`config.mk`:
```
export PLATFORM = sky130hd
export DESIGN_NAME = dsp_biquad_sched
export DESIGN_NICKNAME = d
export VERILOG_FILES = /design/src/rtl/dsp_pkg.sv /design/src/rtl/dsp_mac16.sv /design/src/rtl/dsp_biquad_sched.sv
export SDC_FILE = /design/constraint.sdc
export NUM_CORES = 2
export LEC_CHECK = 0
export ABC_AREA = 1
export BUFFER_PORTS_ARGS = -buffer_cell sky130_fd_sc_hd__clkbuf_2
export CAP_MARGIN = 20
export CORE_MARGIN = 4
export CORE_UTILIZATION = 50
export CTS_BUF_LIST = sky130_fd_sc_hd__clkbuf_8 sky130_fd_sc_hd__clkbuf_16
export DETAILED_ROUTE_END_ITERATION = 8
export PLACE_DENSITY = 0.65
export SKIP_LAST_GASP = 1
export SLEW_MARGIN = 10
export SYNTH_ARGS = -nofsm -noshare
export SYNTH_HDL_FRONTEND = slang
export SYNTH_SLANG_ARGS = --single-unit
```
`constraint.sdc`:
```
create_clock -name iCLK_50 -period 14.9 [get_ports iCLK_50]
set_input_delay 2.235 -clock iCLK_50 [delete_from_list [all_inputs] [get_ports iCLK_50]]
set_output_delay 2.235 -clock iCLK_50 [all_outputs]
set_load 0.03 [all_outputs]
```
`src/rtl/dsp_pkg.sv`:
```
// Shared audio DSP types, fixed-point constants and the 16-bit saturation helper
// used by the time-shared biquad scheduler and its multiply-accumulate unit.
package dsp_pkg;

    localparam int FRAC     = 14;
    localparam int SAT_IN_W = 40;

    typedef logic signed [15:0] audio_t;
    typedef logic signed [15:0] coef_t;

    typedef struct packed {
        coef_t b0;
        coef_t b1;
        coef_t b2;
        coef_t a1;
        coef_t a2;
    } biquad_coef_t;

    typedef enum logic [2:0] {
        IDLE,
        MAC_L,
        MAC_R,
        SAT,
        DONE
    } sched_state_t;

    localparam logic signed [SAT_IN_W-1:0] SAT_MAX = 32767;
    localparam logic signed [SAT_IN_W-1:0] SAT_MIN = -32768;

    function automatic audio_t sat16(input logic signed [SAT_IN_W-1:0] v);
        if (v > SAT_MAX)
            return 16'sh7fff;
        else if (v < SAT_MIN)
            return 16'sh8000;
        else
            return audio_t'(v[15:0]);
    endfunction

endpackage

```
`src/rtl/dsp_mac16.sv`:
```
// Single shared 16x16 signed multiplier feeding an ACC_W-bit add/subtract accumulator.
// sum is the combinational next value so the scheduler can park a finished channel sum.
module dsp_mac16
    import dsp_pkg::*;
#(
    parameter int ACC_W = 36
) (
    input  logic                    iCLK_50,
    input  logic                    iRST,
    input  logic                    clr,
    input  logic                    en,
    input  logic                    sub,
    input  logic signed [15:0]      coef,
    input  logic signed [15:0]      data,
    output logic signed [ACC_W-1:0] acc,
    output logic signed [ACC_W-1:0] sum
);

    logic signed [31:0]      prod;
    logic signed [ACC_W-1:0] prodExt;

    assign prod    = 32'(coef) * 32'(data);
    assign prodExt = ACC_W'(prod);
    assign sum     = sub ? (acc - prodExt) : (acc + prodExt);

    always_ff @(posedge iCLK_50) begin
        if (iRST)
            acc <= '0;
        else if (clr)
            acc <= '0;
        else if (en)
            acc <= sum;
    end

endmodule

```
`src/rtl/dsp_biquad_sched.sv`:
```
// Time-shared stereo Direct Form I biquad: one strobe latches L/R samples and
// coefficients, then ten taps run through one MAC, followed by saturate and valid.
module dsp_biquad_sched
    import dsp_pkg::*;
#(
    parameter int FRAC  = dsp_pkg::FRAC,
    parameter int ACC_W = 36
) (
    input  logic               iCLK_50,
    input  logic               iRST,
    input  logic               iSTB,
    input  logic signed [15:0] iL,
    input  logic signed [15:0] iR,
    input  logic [79:0]        iCOEF_L,
    input  logic [79:0]        iCOEF_R,
    output logic signed [15:0] oL,
    output logic signed [15:0] oR,
    output logic               oVALID,
    output logic               oBUSY,
    output logic               oOVR
);

    sched_state_t state, stateNext;
    logic [2:0]   tap;

    biquad_coef_t coefL, coefR, chCoef;
    audio_t xL0, xL1, xL2, yL1, yL2;
    audio_t xR0, xR1, xR2, yR1, yR2;
    audio_t h0, h1, h2, h3, h4;

    logic signed [ACC_W-1:0] holdL, macAcc, macSum;
    audio_t mulData;
    coef_t  mulCoef;
    logic   macClr, macEn, macSub;
    logic   accept, parkL, doSat, ovrSet;
    audio_t yL, yR;

    always_ff @(posedge iCLK_50) begin
        if (iRST)
            state <= IDLE;
        else
            state <= stateNext;
    end

    always_comb begin
        stateNext = state;
        macClr    = 1'b0;
        macEn     = 1'b0;
        macSub    = 1'b0;
        accept    = 1'b0;
        parkL     = 1'b0;
        doSat     = 1'b0;
        ovrSet    = iSTB && (state != IDLE);
        unique case (state)
            IDLE: begin
                if (iSTB) begin
                    accept    = 1'b1;
                    macClr    = 1'b1;
                    stateNext = MAC_L;
                end
            end
            MAC_L: begin
                macEn  = 1'b1;
                macSub = (tap >= 3'd3);
                // Last left tap: capture the finished sum and restart the MAC for the right channel.
                if (tap == 3'd4) begin
                    parkL     = 1'b1;
                    macClr    = 1'b1;
                    stateNext = MAC_R;
                end
            end
            MAC_R: begin
                macEn  = 1'b1;
                macSub = (tap >= 3'd3);
                if (tap == 3'd4)
                    stateNext = SAT;
            end
            SAT: begin
                doSat     = 1'b1;
                stateNext = DONE;
            end
            DONE:    stateNext = IDLE;
            default: stateNext = IDLE;
        endcase
    end

    always_comb begin
        if (state == MAC_R) begin
            chCoef = coefR;
            h0 = xR0; h1 = xR1; h2 = xR2; h3 = yR1; h4 = yR2;
        end else begin
            chCoef = coefL;
            h0 = xL0; h1 = xL1; h2 = xL2; h3 = yL1; h4 = yL2;
        end
        case (tap)
            3'd0:    begin mulData = h0; mulCoef = chCoef.b0; end
            3'd1:    begin mulData = h1; mulCoef = chCoef.b1; end
            3'd2:    begin mulData = h2; mulCoef = chCoef.b2; end
            3'd3:    begin mulData = h3; mulCoef = chCoef.a1; end
            default: begin mulData = h4; mulCoef = chCoef.a2; end
        endcase
    end

    dsp_mac16 #(.ACC_W(ACC_W)) uMac (
        .iCLK_50 (iCLK_50),
        .iRST    (iRST),
        .clr     (macClr),
        .en      (macEn),
        .sub     (macSub),
        .coef    (mulCoef),
        .data    (mulData),
        .acc     (macAcc),
        .sum     (macSum)
    );

    assign yL = sat16(SAT_IN_W'(holdL  >>> FRAC));
    assign yR = sat16(SAT_IN_W'(macAcc >>> FRAC));

    always_ff @(posedge iCLK_50) begin
        if (iRST) begin
            tap    <= '0;
            coefL  <= '0;
            coefR  <= '0;
            holdL  <= '0;
            xL0 <= '0; xL1 <= '0; xL2 <= '0; yL1 <= '0; yL2 <= '0;
            xR0 <= '0; xR1 <= '0; xR2 <= '0; yR1 <= '0; yR2 <= '0;
            oL     <= '0;
            oR     <= '0;
            oVALID <= 1'b0;
            oBUSY  <= 1'b0;
            oOVR   <= 1'b0;
        end else begin
            if ((state == MAC_L) || (state == MAC_R))
                tap <= (tap == 3'd4) ? 3'd0 : tap + 3'd1;
            else
                tap <= '0;
            if (accept) begin
                xL0   <= iL;
                xR0   <= iR;
                coefL <= iCOEF_L;
                coefR <= iCOEF_R;
            end
            if (parkL)
                holdL <= macSum;
            if (doSat) begin
                oL  <= yL;
                oR  <= yR;
                xL2 <= xL1; xL1 <= xL0; yL2 <= yL1; yL1 <= yL;
                xR2 <= xR1; xR1 <= xR0; yR2 <= yR1; yR1 <= yR;
            end
            oVALID <= doSat;
            oBUSY  <= (stateNext != IDLE);
            oOVR   <= oOVR | ovrSet;
        end
    end

endmodule

```
# After elaboration in Yosys (flattened, before gate mapping)

Cells that the tools add are included.

Register bits after elaboration: 401
Bits of input ports: 195
Output and inout port bits: 35
Logic and storage cells: 79

Add/subtract/negate cells: 3
Multipliers: 1
Magnitude comparators: 5
Eq/ne operators: 7
Multiplexer cells: 25
Bitwise operators: 2
Reductions and logical operators: 9

Operators by type and width:

| kind                                                                            | number |
|---|---|
| 16-bit two-way mux                                                              | 9 |
| 16-bit case mux with 4 select lines                                             | 2 |
| 80-bit two-way mux                                                              | 1 |
| 22-bit by 16-bit > comparator with 1-bit output (second input constant)         | 2 |
| 22-bit by 16-bit less-than comparator with 1-bit output (second input constant) | 2 |
| 36-bit by 32-bit adder with 36-bit output                                       | 1 |
| 36-bit two-way mux                                                              | 1 |
| 36-bit by 32-bit subtractor with 36-bit output                                  | 1 |
| 16-bit by 16-bit multiplier with 32-bit output                                  | 1 |
| 3-bit by 2-bit == test with 1-bit output (second input constant)                | 4 |
| 3-bit case mux with 4 select lines                                              | 1 |
| 3-bit two-way mux                                                               | 3 |
| 1-bit two-way mux                                                               | 7 |
| 3-bit by 1-bit == test with 1-bit output (second input constant)                | 2 |
| 3-bit logical NOT                                                               | 2 |
| 3-bit nonzero test                                                              | 2 |
| 2-bit OR reduction                                                              | 2 |
| 3-bit by 1-bit adder with 3-bit output (second input constant)                  | 1 |
| 3-bit == test (second input constant)                                           | 1 |
| 3-bit by 2-bit >= comparator with 1-bit output (second input constant)          | 1 |
| 3-bit OR reduction                                                              | 1 |
| 1-bit case mux with 2 select lines                                              | 1 |
| 1-bit logical AND                                                               | 1 |
| 1-bit logical OR                                                                | 1 |
| other kinds (2)                                                                 | 2 |

# Depth between registers and ports, before layout

Word-level depth: 6
Mapped depth: 59
Depth with buffers taken out: 57

# Cells and area by module

A second synthesis with hierarchy kept.

Cells, all modules: 4510
Area total of the unflattened synthesis: 30932.2 um^2

Modules (own cells, without submodules):

| module           | times used | cells an instance | area each (um^2) | sequential area each (um^2) |
|---|---|---|---|---|
| dsp_mac16        | 1          | 2271              | 15497.4          | 720.7 |
| dsp_biquad_sched | 1          | 2239              | 15434.8          | 7026.7 |

# Worst setup path after synthesis

Ideal clock, no wire load.

Path type: reg2reg
From: register tap[2]
To: register uMac.acc[35]
Library setup time: 0.109 ns
Data arrival time: 8.854 ns
Data required time: 14.791 ns
Slack: 5.937 ns
Cell stages (with the launch flop): 57
Path buffers: 5
Clock period less this slack: 8.963 ns
Path through: dfxtp_1 > buf_4 > inv_2 > buf_6 > ha_1 > clkbuf_1 > buf_1 > a21oi_1 > nand2_1 > a21oi_1 > a21oi_1 > buf_2 > nand2_1 > fa_1 > inv_1 > fa_1 > inv_1 > fa_1 > [21 not listed] > nand2_1 > nand2_1 > nand2_1 > nand2_1 > ha_1 > nand2_1 > nor2_1 > inv_1 > nor2_1 > and3_1 > nand4_1 > nand3_1 > xor2_1 > inv_1 > nand3_1 > nand3_1 > nand2_1 > inv_1

Longest elaborated chain between the ends: 5
Elaborated cells on any way between the ends: 16
Those cells by class: 2 x add/sub; 1 x mul; 1 x order compare; 4 x eq/ne; 6 x mux; 2 x reduce/logical

RTL lines:

| element                                                                                                            | RTL line                | RTL |
|---|---|---|
| from (decl)                                                                                                        | dsp_biquad_sched.sv:24  | `logic [2:0] tap;` |
| from (signal assigned)                                                                                             | dsp_biquad_sched.sv:134 | `tap <= (tap == 3'd4) ? 3'd0 : tap + 3'd1;` |
| 3-bit by 2-bit == test with 1-bit output, or another cell as far along                                             | dsp_biquad_sched.sv:95  | `case (tap)` |
| 16-bit case mux with 4 select lines                                                                                | dsp_biquad_sched.sv:95  |  |
| 16-bit by 16-bit multiplier with 32-bit output                                                                     | dsp_mac16.sv:22         | `assign prod = 32'(coef) * 32'(data);` |
| 36-bit by 32-bit adder with 36-bit output / 36-bit by 32-bit subtractor with 36-bit output (equally long branches) | dsp_mac16.sv:24         | `assign sum = sub ? (acc - prodExt) : (acc + prodExt);` |
| 36-bit two-way mux                                                                                                 | dsp_mac16.sv:24         |  |
| to (signal assigned)                                                                                               | dsp_mac16.sv:32         | `acc <= sum;` |
| to (decl)                                                                                                          | dsp_mac16.sv:15         | `output logic signed [ACC_W-1:0] acc,` |

Several ways; a longest one is shown, not always the timed one.
A chain may end at the register's enable or synchronous reset.

# Worst setup path in the final report

From: register tap[2]
To: register uMac.acc[33]

The elaborated chain is that of the path after synthesis.

==> metrics.txt <==
Post-CTS Hold Buffers 0; vertical die dimension 253 um; endpoint of the most critical register-to-register path uMac.acc[33]; most instantiated flip-flop cell in the synthesis netlist dfxtp_1; Clock Latency Late Sink 580 ps; total number of H-tree levels 2; Sum Neg Setup Slack 0 ps; synthesized area divided by synthesized cell count 7.06 sq um; post-route minimum period 11890 ps; leakage power 17.4 nW; post-synth top area share 25.8%; Worst setup EP type register; chip width 253 um; Die Footprint between 0.06 and 0.07 sq mm; power per cell area about 160 mW/mm^2; Seq/Total Area, Yosys 25.8%; peak supply drop 0.105 mV; number of antenna violations at the first check in global routing 2; Clock Tree Root clkbuf_16; count of synthesis-stage warnings from yosys 0; final hold violation count 0; wire length of the first global-routing pass approximately 150 mm; setup repair after global routing missed its margin no; Critical-path top delay cell fa_1; cells after synthesis 4249; status finished clean; Setup CP Type reg2reg; cell type with the largest total area after synthesis dfxtp_1; startpoint of the worst register-to-register path tap[2]; number of enable flip-flop cells after synthesis 0; Yosys cell types 48; top post-synthesis cells by area dfxtp_1 26%, fa_1 18%, inv_1 10%; number of detailed-routing iterations run before antenna repair 6; critical path required time 15370 ps; fin crit share roughly four fifths; kind of path behind the tightest hold check reg2reg; via count of the first global-routing pass ~27000; number of nets still failing antenna checks after routing 0; proportion of register bits with asynchronous set or reset after synthesis 0%; # IOs 230; leading cell types in the layout, fill and taps excluded 821 x inv_1, 760 x nand2_1, 508 x nor2_1; endpoint arrival time on the critical path 12360 ps; aggregate global routing overflow 0; startpoint types register; row count 89; Slew @ Worst Pin 1080 ps; worst slew slack as a fraction of its limit 28.1%; Max FO, Critical Path 49; largest net degree at the start of global routing 200; DR WL/cell 17.8 um; first-iteration detailed-routing DRC count 2420; clk slew on worst S/H paths 60 ps; cts repair resizes 0; cell area after synthesis 0.0300 sq mm; Final #Nets 4932; overall power 5.24 mW; achievable frequency 84.1 MHz; number of buffers created by CTS 43; count of maximum capacitance violations 0; DRC errors left 0; Setup-failing EPs final 0; commonest non-fill, non-tap cell in the layout inv_1; post-synthesis sequential element count 387; effective utilization at floorplan 50.6%; final wirelength between 90 and 100 mm; DR vias/cell approximately 5.4; vias 27600; clk buf depth 3; fin. max-slew vios 0; PortBufs 229; Worst Min Path Start coefR[29]; r2r worst-path depth 47; nets in the synthesized netlist 4830; worst setup skew after layout approximately 18 ps; layout-stage area growth over the synthesis result 10.1%; clock tree from TritonCTS yes; post-CTS setup repair buffer count 0; delay of the slowest critical-path stage 930 ps; last weighted congestion value of the routability-driven placer 0.983; flop2flop setup slack 3010 ps; Most Frequent Cell on Critical Path nand2_1; global routing usage summed across all routing layers 28.2%; fraction of final layout cells with drive strength greater than 1 8.40%; post-detail-place hpwl 70.4 mm; CORE AREA 0.0592 sq mm; Worst Hold Path Cells 2; destination of the worst hold path coefR[29]; Sink Count 387
[synth_stat cells (all sizes together) (2+ instances only)]
cell type	count
nor3b	2
xor2	36
o21a	4
a21oi	274
nor3	35
o31ai	6
o221ai	47
o211ai	25
a31oi	20
xnor2	19
fa	264
and2	3
a221oi	27
buf	42
a21o	14
and3	2
nor2	515
o21ai	453
ha	122
clkinv	3
nor4	7
nand3b	7
nand4	31
or2	8
dfxtp	387
nand3	133
o21bai	9
inv	822
nand2	768
clkbuf	159
[layout make-up]
type,instances,area (sq um)
diodes,1,2.50
clock buffers,54,1230
clock inverters,19,213
fillers,5837,26200
inverters,825,3110
multi-input cells,2836,18400
flip-flops and latches,387,7750
well taps,773,967
repair buffers,258,1380
[report_power, final]
part | switching, mW | total (mW) | internal (mW)
combinational | 2.08 | 3.03 | 0.947
clock | 0.452 | 1.09 | 0.636
sequential | 0.0329 | 1.13 | 1.09
total | 2.56 | 5.24 | 2.68
[how the worst max path moves through the flow]
stage / to / cells past startpoint / start / slack, ps
3_3_place_gp: uMac.acc[33] / 47 / tap[2] / 3080
3_5_place_dp: uMac.acc[35] / 49 / tap[2] / 3040
5_1_grt: uMac.acc[35] / 49 / tap[2] / 2130
2_1_floorplan: uMac.acc[35] / 56 / tap[2] / 5940
4_1_cts: uMac.acc[35] / 49 / tap[2] / 3040
6_report: uMac.acc[33] / 47 / tap[2] / 3010
[state kept, by name, summed over array words and instances (netlist names)]
| register | cells |
|---|---|
| coefL | 80 |
| coefR | 80 |
| uMac.acc | 36 |
| holdL | 22 |
| xL0 | 16 |
| xL1 | 16 |
| xL2 | 16 |
| xR0 | 16 |
| xR1 | 16 |
| xR2 | 16 |
| yL1 | 16 |
| yL2 | 16 |
| yR1 | 16 |
| yR2 | 16 |
| state | 3 |
| tap | 3 |
| oBUSY | 1 |
| oOVR | 1 |
| oVALID | 1 |
[worst max-delay path, delay by kind of cell (launching register included)]
kind | cells | cell delay (ps)
AOI/OAI and AO/OA | 4 | 540
adders and majority gates | 8 | 4290
buffers and inverters | 10 | 1630
DFF | 1 | 850
and+or+nand+nor | 25 | 4450
[logic make-up (layout without fill, tap and decap cells)]
family	after synthesis	after routing	synth area share, %
AO/OA/AOI/OAI	883	883	16.3
XOR/XNOR	55	55	1.66
adder cells (fa/ha/maj)	386	386	22.7
buffers and inverters	1026	1156	13.0
flip-flops	387	387	25.8
other	0	1	0
AND/OR/NAND/NOR	1512	1512	20.5
[stage by stage]
| step | instance area, sq um | util [%] | hold slack [ps] | std cells | worst slack (ps) |
|---|---|---|---|---|---|
| floorplan | 30000 | - | 421 | 4249 | 5940 |
| finish | 33000 | 55.7 | 449 | 5153 | 3010 |
| global placement | 31600 | 53.3 | 436 | 5079 | 3080 |
| CTS | 33000 | 55.7 | 450 | 5152 | 3040 |
| detailed placement | 31600 | 53.3 | 441 | 5079 | 3040 |
| global route | 33000 | 55.7 | 462 | 5152 | 2130 |
[metal layers]
metal | share of wire (%) | GRT usage [%] | wire [um] | vias to the layer above
met5 | 0.026 | 0 | 24 | -
li1 | - | - | - | 13500
met1 | 45 | 40.0 | 41300 | 13000
met2 | 46 | 46.0 | 41900 | 882
met4 | 2.9 | 7.82 | 2630 | 4
met3 | 6.3 | 3.40 | 5760 | 148
Power figures use the tool's default switching activity.
